[src/rtl/async_fifo_rd_stream.sv]
// Read-domain drain stage: credit-based FIFO read issue, small prefetch buffer, valid/ready output.
// Define ASYNC_FIFO_RD_STREAM_CNT_EN to build the delivered-beat counter on o_beat_cnt.
module async_fifo_rd_stream #(
    parameter int DW = 8,
    parameter int BW = 1
) (
    input  logic          rd_clk,
    input  logic          rd_sw_rst,
    output logic          o_fifo_rd_en,
    input  logic [DW-1:0] i_fifo_rd_data,
    input  logic          i_fifo_rd_valid,
    input  logic          i_fifo_empty,
    output logic [DW-1:0] o_m_data,
    output logic          o_m_valid,
    input  logic          i_m_ready,
    output logic [BW:0]   o_level,
    output logic          o_ovf_err,
    output logic [15:0]   o_beat_cnt
);

    localparam int            DEPTH   = 1 << BW;
    localparam logic [BW:0]   DEPTH_C = (BW+1)'(DEPTH);
    localparam logic [BW+1:0] DEPTH_X = (BW+2)'(DEPTH);

    logic [DW-1:0] buf_mem [DEPTH];
    logic [BW-1:0] wr_ptr;
    logic [BW-1:0] rd_ptr;
    logic [BW:0]   count;
    logic          inflight;
    logic          ovf;
    logic          pop;
    logic          push;
    logic [BW+1:0] committed;

    assign o_m_valid = (count != '0);
    assign o_m_data  = buf_mem[rd_ptr];
    assign pop       = o_m_valid & i_m_ready;
    assign o_level   = count;
    assign o_ovf_err = ovf;

    // Slots already owed to the buffer: stored beats plus the outstanding request, less this cycle's pop.
    assign committed    = {1'b0, count} + {{(BW+1){1'b0}}, inflight} - {{(BW+1){1'b0}}, pop};
    assign o_fifo_rd_en = ~rd_sw_rst & ~i_fifo_empty & (committed < DEPTH_X);

    assign push = i_fifo_rd_valid & ((count < DEPTH_C) | pop);

    always_ff @(posedge rd_clk) begin
        if (rd_sw_rst) begin
            wr_ptr   <= '0;
            rd_ptr   <= '0;
            count    <= '0;
            inflight <= 1'b0;
            ovf      <= 1'b0;
        end else begin
            inflight <= o_fifo_rd_en;
            if (push) wr_ptr <= wr_ptr + 1'b1;
            if (pop)  rd_ptr <= rd_ptr + 1'b1;
            case ({push, pop})
                2'b10:   count <= count + 1'b1;
                2'b01:   count <= count - 1'b1;
                default: count <= count;
            endcase
            if (i_fifo_rd_valid & ~push) ovf <= 1'b1;
        end
    end

    always_ff @(posedge rd_clk) begin
        if (push) buf_mem[wr_ptr] <= i_fifo_rd_data;
    end

`ifdef ASYNC_FIFO_RD_STREAM_CNT_EN
    logic [15:0] beat_cnt;

    always_ff @(posedge rd_clk) begin
        if (rd_sw_rst)  beat_cnt <= '0;
        else if (pop)   beat_cnt <= beat_cnt + 16'd1;
    end

    assign o_beat_cnt = beat_cnt;
`else
    assign o_beat_cnt = '0;
`endif

endmodule

[config.mk]
export PLATFORM = sky130hd
export DESIGN_NAME = async_fifo_rd_stream
export DESIGN_NICKNAME = d
export VERILOG_FILES = /design/src/rtl/async_fifo_rd_stream.sv
export SDC_FILE = /design/constraint.sdc
export NUM_CORES = 1
export LEC_CHECK = 0
export ABC_AREA = 1
export CORE_MARGIN = 2
export CORE_UTILIZATION = 30
export DETAILED_ROUTE_END_ITERATION = 8
export SLEW_MARGIN = 20
export SYNTH_ARGS = -nofsm -noshare
export SYNTH_HDL_FRONTEND = slang
export SYNTH_SLANG_ARGS = --single-unit
[constraint.sdc]
create_clock -name rd_clk -period 2.3 [get_ports rd_clk]
set_input_delay 0.23 -clock rd_clk [delete_from_list [all_inputs] [get_ports rd_clk]]
set_output_delay 0.23 -clock rd_clk [all_outputs]
set_load 0.02 [all_outputs]
==> impl_summary.log, run 1 <==
INFO  metric gr-total-overflow = 0
INFO  metric critPathArrivalTime = 2.63 ns
INFO  metric routed_wire_length_per_instance = ~11 um
INFO  metric drtIter0Drc = 20
INFO  metric cts.clk_slew.worst_paths = approximately 0.12 ns
INFO  metric max_stage_delay = 0.36 ns
INFO  metric place_ws = -0.7217 ns
INFO  metric crit_end = o_level[1]
INFO  metric layout_commonest_cell = sky130_fd_sc_hd__clkdlybuf4s50_1
INFO  metric number_of_top_level_pins = 42
INFO  metric violations = negative setup slack
INFO  metric reg2reg_from = o_level[1]
INFO  metric slowest_stage = sky130_fd_sc_hd__dfxtp_2
INFO  metric worst_skew_pair.late_latency = around 0.30 ns
INFO  metric global_route_wire_length_before_repair = roughly 3000 um
INFO  metric initial_antenna_violation_count = 0
INFO  metric p_sw_share = between 30% and 40%
INFO  metric finalNetCount = roughly 150
INFO  metric first_global_vias = around 730
INFO  metric report.final.hold_viol_count = 0
INFO  metric dieWidth = between 60 and 70 um
INFO  metric hold_slack = 0.4634 ns
INFO  metric unrepaired_setup_endpoints_after_global_routing = true
INFO  metric synthDominantCellAreaShare = about 45%
INFO  metric outcome = finished, violations left
INFO  metric post-route-util = 43.67%
INFO  metric grt_start_max_net_pins = 13
INFO  metric fin_tns_setup = -0.2417 ns
INFO  metric dr.pass1.iters = 4
INFO  metric row_count = 21
INFO  metric antenna_cells_inserted = 0
INFO  metric static_leakage = 0.0005929 uW
INFO  metric synth.lib_cells_used.distinct = 22
INFO  metric worst_setup_slack_for_register_to_register_paths = -0.12 ns
INFO  metric critPathMaxFanout = 2
INFO  metric drcViolationCount = 0
INFO  metric layout-drive-gt1-share = a little under a third
INFO  metric gpl.final_weighted_congestion = a little under 0.7
INFO  metric synth_seq_area_share = between 50% and 60%
INFO  metric setup_violations = 2
INFO  metric flow.area_growth_from_synthesis = 38.69%
INFO  metric total_power = 1377 uW
INFO  metric core-area = between 0.003 and 0.004 mm^2
INFO  metric initial_utilization = between 30% and 40%
INFO  metric final.setup.worst_slack = -0.1235 ns
INFO  metric grt_usage = roughly a tenth
INFO  metric detail_route.wirelength = approximately 1900 um
INFO  metric power_density = 930.3 mW/mm^2
INFO  metric slew_viol_final = 0
INFO  metric floorplan.die_area = slightly above 0.004 mm^2
INFO  metric synth_cells = 87
INFO  metric tritoncts.num_buffers = 3
INFO  metric vias_per_cell = roughly 4.1
INFO  metric vias = slightly above 700
INFO  metric pwr-share-clk = 13.0%
INFO  metric dp_hpwl = 1331 um
INFO  metric synth.ff_latch_count = 23
INFO  metric reg2reg_to = o_level[1]
INFO  metric io_buffers = 25
INFO  metric critical_path_class = reg -> reg
INFO  metric p_sw = about 460 uW
INFO  metric period_share = 105.4%
INFO  metric r2r_cell_count = 15
INFO  metric post-synth-top-area-cell = sky130_fd_sc_hd__edfxtp_1
INFO  metric cp_cell_sequence = o21ai_4 > inv_2 > buf_4 > buf_4 > buf_4 > buf_4 > buf_4 > buf_4 > buf_4 > buf_4 > buf_4 > ha_1 > or2_2 > a31oi_1 > nor2_1
INFO  metric max_cap_viol_count = 0
INFO  metric clock_tree.buffer_depth = 2
INFO  metric critical_path.startpoint_type = flip-flop
INFO  metric worst_ir_drop_vdd = 0.3555 mV
INFO  metric synth_top_cells_by_area = sky130_fd_sc_hd__edfxtp_1 45%, sky130_fd_sc_hd__dfxtp_1 13%, sky130_fd_sc_hd__buf_4 11%, sky130_fd_sc_hd__mux2_2 8.4%, sky130_fd_sc_hd__inv_1 2.8%
INFO  metric cts-htree-levels = 1
INFO  metric cts_tree = built
INFO  metric seq_power_share = around two fifths
INFO  metric die-height = 63.65 um
INFO  metric fin_crit = 2.424 ns
INFO  metric cts_num_sinks = 23
INFO  metric synth.cell_area = 0.001067 mm^2
INFO  metric hp-class = reg -> reg
INFO  metric path_common_cell = sky130_fd_sc_hd__buf_4
INFO  metric internal_power = 912.6 uW
INFO  metric critPathCaptureType = flip-flop
INFO  metric drt.antenna.violating_nets = 0
INFO  metric number_of_filler_instances_in_the_final_layout = 314
INFO  metric yosysWarnings = 0
INFO  metric max_clock_freq = approximately 0.41 GHz
INFO  metric most_used_cells_in_the_layout_excluding_fill_and_tap_cells = 24 x sky130_fd_sc_hd__clkdlybuf4s50_1, 16 x sky130_fd_sc_hd__conb_1, 16 x sky130_fd_sc_hd__edfxtp_1
INFO  metric critical_path.startpoint = o_level[1]
INFO  metric worst_clock_skew = a little under 0.009 ns
INFO  metric worst-endpoint-required = 2.51 ns
INFO  metric cts-root-buf = sky130_fd_sc_hd__clkbuf_4
INFO  metric combinational_fraction_of_design_power = 47.0%
INFO  metric synth.avg_cell_area = ~12 um^2
## kinds of logic (layout without fill, tap and decap cells)
group | Yosys count | after routing | share of synthesized area, %
buffers and inverters | 25 | 51 | 14.54
XOR/XNOR | 1 | 1 | 0.8208
AO/OA/AOI/OAI | 9 | 9 | 5.393
AND/OR/NAND/NOR | 17 | 17 | 8.090
multiplexers | 8 | 8 | 8.441
other | 1 | 16 | 0.3514
flip-flops | 23 | 23 | 58.15
adder cells (fa/ha/maj) | 3 | 3 | 4.220
## metrics by stage
stage,area [um^2],cells
finish,1480,174
CTS,1480,174
global placement,1365,162
floorplan,1137,102
detailed placement,1365,162
global route,1480,174
## synth_stat cells
cell type	n
sky130_fd_sc_hd__o21ai_4	1
sky130_fd_sc_hd__edfxtp_1	16
sky130_fd_sc_hd__a21oi_1	5
sky130_fd_sc_hd__nand3_2	1
sky130_fd_sc_hd__dfxtp_1	7
sky130_fd_sc_hd__nor3_1	2
sky130_fd_sc_hd__mux2_2	8
sky130_fd_sc_hd__a31oi_1	1
sky130_fd_sc_hd__ha_1	2
sky130_fd_sc_hd__xor2_1	1
sky130_fd_sc_hd__nand3_1	1
sky130_fd_sc_hd__conb_1	1
sky130_fd_sc_hd__or2_2	3
sky130_fd_sc_hd__nor2_1	3
sky130_fd_sc_hd__nand4_1	1
sky130_fd_sc_hd__nand2_2	1
sky130_fd_sc_hd__inv_1	8
sky130_fd_sc_hd__nand2_1	5
sky130_fd_sc_hd__buf_2	1
sky130_fd_sc_hd__fa_1	1
sky130_fd_sc_hd__o21ai_0	2
sky130_fd_sc_hd__buf_4	16
## power by group through the flow
stage	logic (uW)	registers [uW]	clock network, uW
final	647	551	178
after global routing	706	559	208
after CTS	650	553	190
after detailed placement	555	562	0
after global placement	540	560	0
after floorplan	327	577	0
## routing by layer
| layer | vias up | global-route usage (%) | routed length, um | part of all wire, % |
|---|---|---|---|---|
| li1 | 345 | - | - | - |
| met1 | 330 | 11.14 | 754 | 40 |
| met4 | 0 | 2.446 | 15 | 0.80 |
| met5 | - | 0 | 0 | 0 |
| met2 | 30 | 17.89 | 978 | 52 |
| met3 | 2 | 1.964 | 123 | 6.6 |
## area by class of cell
type | count | area, um^2 | share of cell area [%]
multi-input cells | 54 | 386.6 | 26.12
repair buffers | 39 | 356.6 | 24.09
flip-flops and latches | 23 | 623.1 | 42.10
clock buffers | 4 | 26.28 | 1.775
well taps | 46 | 57.56 | 3.888
inverters | 8 | 30.03 | 2.029
## flip-flops by register name, summed over array words and instances (netlist names), named ones only
signal / cells
o_level: 2
o_ovf_err: 1
wr_ptr: 1
buf_mem: 16
inflight: 1
rd_ptr: 1
## worst min path at each step
| stage | slack, ns | depth (start not counted) | endpoint | from |
|---|---|---|---|---|
| after detailed placement | 0.45 | 2 | o_ovf_err | o_ovf_err |
| after floorplan | 0.30 | 1 | o_ovf_err | rd_sw_rst |
| after global routing | 0.48 | 1 | buf_mem[1][5] | i_fifo_rd_data[5] |
| after global placement | 0.45 | 2 | o_ovf_err | o_ovf_err |
| after CTS | 0.47 | 2 | o_ovf_err | o_ovf_err |
| final | 0.46 | 2 | o_ovf_err | o_ovf_err |
## critical path: cells and delay by family (launching register included)
family                     cells  cell delay, ns
and+or+nand+nor                2            0.35
buffers and inverters         10            1.16
AOI/OAI and AO/OA              2            0.29
DFF                            1            0.36
adders and majority gates      1            0.19
## repair_timing
action | 4_1_cts | 5_1_grt
hold buffers | 0 | 0
cloned | 0 | 0
resized for setup | 12 | 1
pin swaps | 5 | 0
setup endpoints to repair | 1 | 3
setup buffers | 8 | 0
Power figures use the tool's default switching activity.
==> run 2, diff against run 1 <==
SETUP_SLACK_MARGIN = 0.3   (was not set)
==> run 2 against run 1 <==
The flow still finishes with violations (negative setup slack); final cell count down 4.6%; wire length down 11%; fmax up 1.2%; sequential cell count unchanged; highest routed layer unchanged; register-to-register slack better by 0.58 ns; critical path depth down 7; design area down 3.6%; worst setup slack better by 0.028 ns; hold slack worse by 0.0038 ns; die area unchanged; non-clock buffer count down 8; largest power group unchanged; largest cell class unchanged.
==> impl_summary.log, run 2 (synthesis results as in run 1) <==
INFO  metric max_stage_delay = about 0.37 ns
INFO  metric vias_per_cell = 4.006
INFO  metric violations = negative setup slack
INFO  metric number_of_top_level_pins = between 40 and 50
INFO  metric cts_tree = built
INFO  metric grt_start_max_net_pins = 14
INFO  metric setup_violations = 1
INFO  metric hold_slack = 0.4596 ns
INFO  metric worst_clock_skew = 0.003105 ns
INFO  metric slew_viol_final = 0
INFO  metric cts-htree-levels = 1
INFO  metric clock_tree.buffer_depth = 2
INFO  metric critPathMaxFanout = 2
INFO  metric report.final.hold_viol_count = 0
INFO  metric cp_cell_sequence = o21ai_4 > inv_2 > ha_4 > or2_4 > fa_2 > xor2_2 > nor3_4 > buf_6
INFO  metric initial_antenna_violation_count = 0
INFO  metric largest_register_ffs = 16
INFO  metric dieWidth = ~64 um
INFO  metric vias = between 600 and 700
INFO  metric drtIter0Drc = 3
INFO  metric layout_commonest_cell = sky130_fd_sc_hd__clkdlybuf4s50_1
INFO  metric hp-class = reg -> reg
INFO  metric row_count = 21
INFO  metric global_route_wire_length_before_repair = between 2000 and 3000 um
INFO  metric floorplan.die_area = 0.004051 mm^2
INFO  metric registers.top_by_ff_count = buf_mem
INFO  metric initial_utilization = a little under a third
INFO  metric cp.buffers_inverters = 2
INFO  metric critical_path.startpoint_type = flip-flop
INFO  metric outcome = finished, violations left
INFO  metric critical_path_class = reg -> out
INFO  metric routed_wire_length_per_instance = 10.07 um
INFO  metric static_leakage = around 0.00055 uW
INFO  metric cts-root-buf = sky130_fd_sc_hd__clkbuf_4
INFO  metric most_used_cells_in_the_layout_excluding_fill_and_tap_cells = 24 x sky130_fd_sc_hd__clkdlybuf4s50_1, 16 x sky130_fd_sc_hd__conb_1, 16 x sky130_fd_sc_hd__edfxtp_1
INFO  metric die-height = between 60 and 70 um
INFO  metric worst-endpoint-required = 2.07 ns
INFO  metric dr.pass1.iters = 2
INFO  metric cts_num_sinks = 23
INFO  metric core-area = around 0.0034 mm^2
INFO  metric fin_crit = 2.396 ns
INFO  metric drcViolationCount = 0
INFO  metric drt.antenna.violating_nets = 0
INFO  metric max_clock_freq = 0.4174 GHz
INFO  metric post-route-util = between 40% and 50%
INFO  metric worst_ir_drop_vdd = between 0.4 and 0.5 mV
INFO  metric period_share = 104.2%
INFO  metric antenna_cells_inserted = 0
INFO  metric critPathCaptureType = primary output
INFO  metric gpl.final_weighted_congestion = 0.6384
INFO  metric worst_skew_pair.late_latency = about 0.30 ns
INFO  metric final.setup.worst_slack = -0.09571 ns
INFO  metric unrepaired_setup_endpoints_after_global_routing = true
INFO  metric critical-path-top-delay-family = adder cells
INFO  metric tritoncts.num_buffers = 3
INFO  metric max_cap_viol_count = 0
INFO  metric first_global_vias = 673
INFO  metric layout-drive-gt1-share = 28.33%
INFO  metric detail_route.wirelength = between 1500 and 2000 um
INFO  metric io_buffers = 25
INFO  metric worst_setup_slack_for_register_to_register_paths = roughly 0.46 ns
INFO  metric power_density = approximately 900 mW/mm^2
INFO  metric critPathArrivalTime = approximately 2.2 ns
INFO  metric grt_usage = under 10%
INFO  metric flow.area_growth_from_synthesis = 33.76%
INFO  metric fin_tns_setup = -0.09571 ns
INFO  metric total_power = between 1000 and 1500 uW
INFO  metric finalNetCount = roughly 140
INFO  metric dp_hpwl = ~1300 um
INFO  metric gr-total-overflow = 0
INFO  metric slowest_stage = sky130_fd_sc_hd__dfxtp_4
INFO  metric cts.clk_slew.worst_paths = approximately 0.12 ns
==> run 2: worst reg2reg max path, delay by kind of cell, from the launching register on <==
family	cells	cell delay [ns]
AOI/OAI and AO/OA	1	0.16
buffers and inverters	1	0.07
adders and majority gates	2	0.73
and+or+nand+nor	3	0.45
DFF	1	0.37
==> run 2: metal layers <==
layer  vias up  global-route usage (%)  share of wire [%]
li1        330                       -                  -
met1       304                   10.99                 41
met2        29                   16.32                 50
met3         2                   2.679                8.9
met4         0                   2.446               0.24
met5         -                       0                  0
==> run 2: final cells by class <==
class,count,area (um^2)
multi-input combinational,54,386.6
tap,46,57.56
clock buffer,3,22.52
sequential,23,629.4
clock inverter,1,5.005
timing repair buffer,31,296.5
fill,325,1962
inverter,8,30.03
==> run 2: power by group <==
| part | switching [uW] | leakage (uW) | total [uW] | internal (uW) |
|---|---|---|---|---|
| combinational | 295 | 0.000328 | 583 | 288 |
| sequential | 37.2 | 0.000209 | 556 | 518 |
| clock | 113 | 0.0000177 | 177 | 64.7 |
==> run 2: final timing paths <==
kind | from | end | depth (start not counted)
worst max-delay path | o_level[0] | o_fifo_rd_en | 8
worst min-delay path | o_ovf_err | o_ovf_err | 2
worst max register to register | o_level[0] | inflight | 7
worst min register to register | o_ovf_err | o_ovf_err | 2
==> run 2: metrics by stage <==
step / instance area (um^2) / instances / setup slack, ns
2_1_floorplan: 1160 / 102 / 0.1464
3_3_place_gp: 1388 / 162 / -0.5855
3_5_place_dp: 1388 / 162 / -0.6003
4_1_cts: 1428 / 166 / -0.1172
5_1_grt: 1428 / 166 / -0.1964
6_report: 1428 / 166 / -0.09571
==> run 2: repair_timing <==
action	in CTS	in global routing
gates resized for setup	9	0
hold buffers	0	0
pin swaps	2	0
setup buffers	0	0
setup endpoints to repair	9	1
==> run 3, diff against run 2 <==
CTS_BUF_LIST = sky130_fd_sc_hd__clkbuf_4   (was not set)
==> results of run 3 <==
Same layout as run 2: the final DEF is identical, and so are final timing and power.
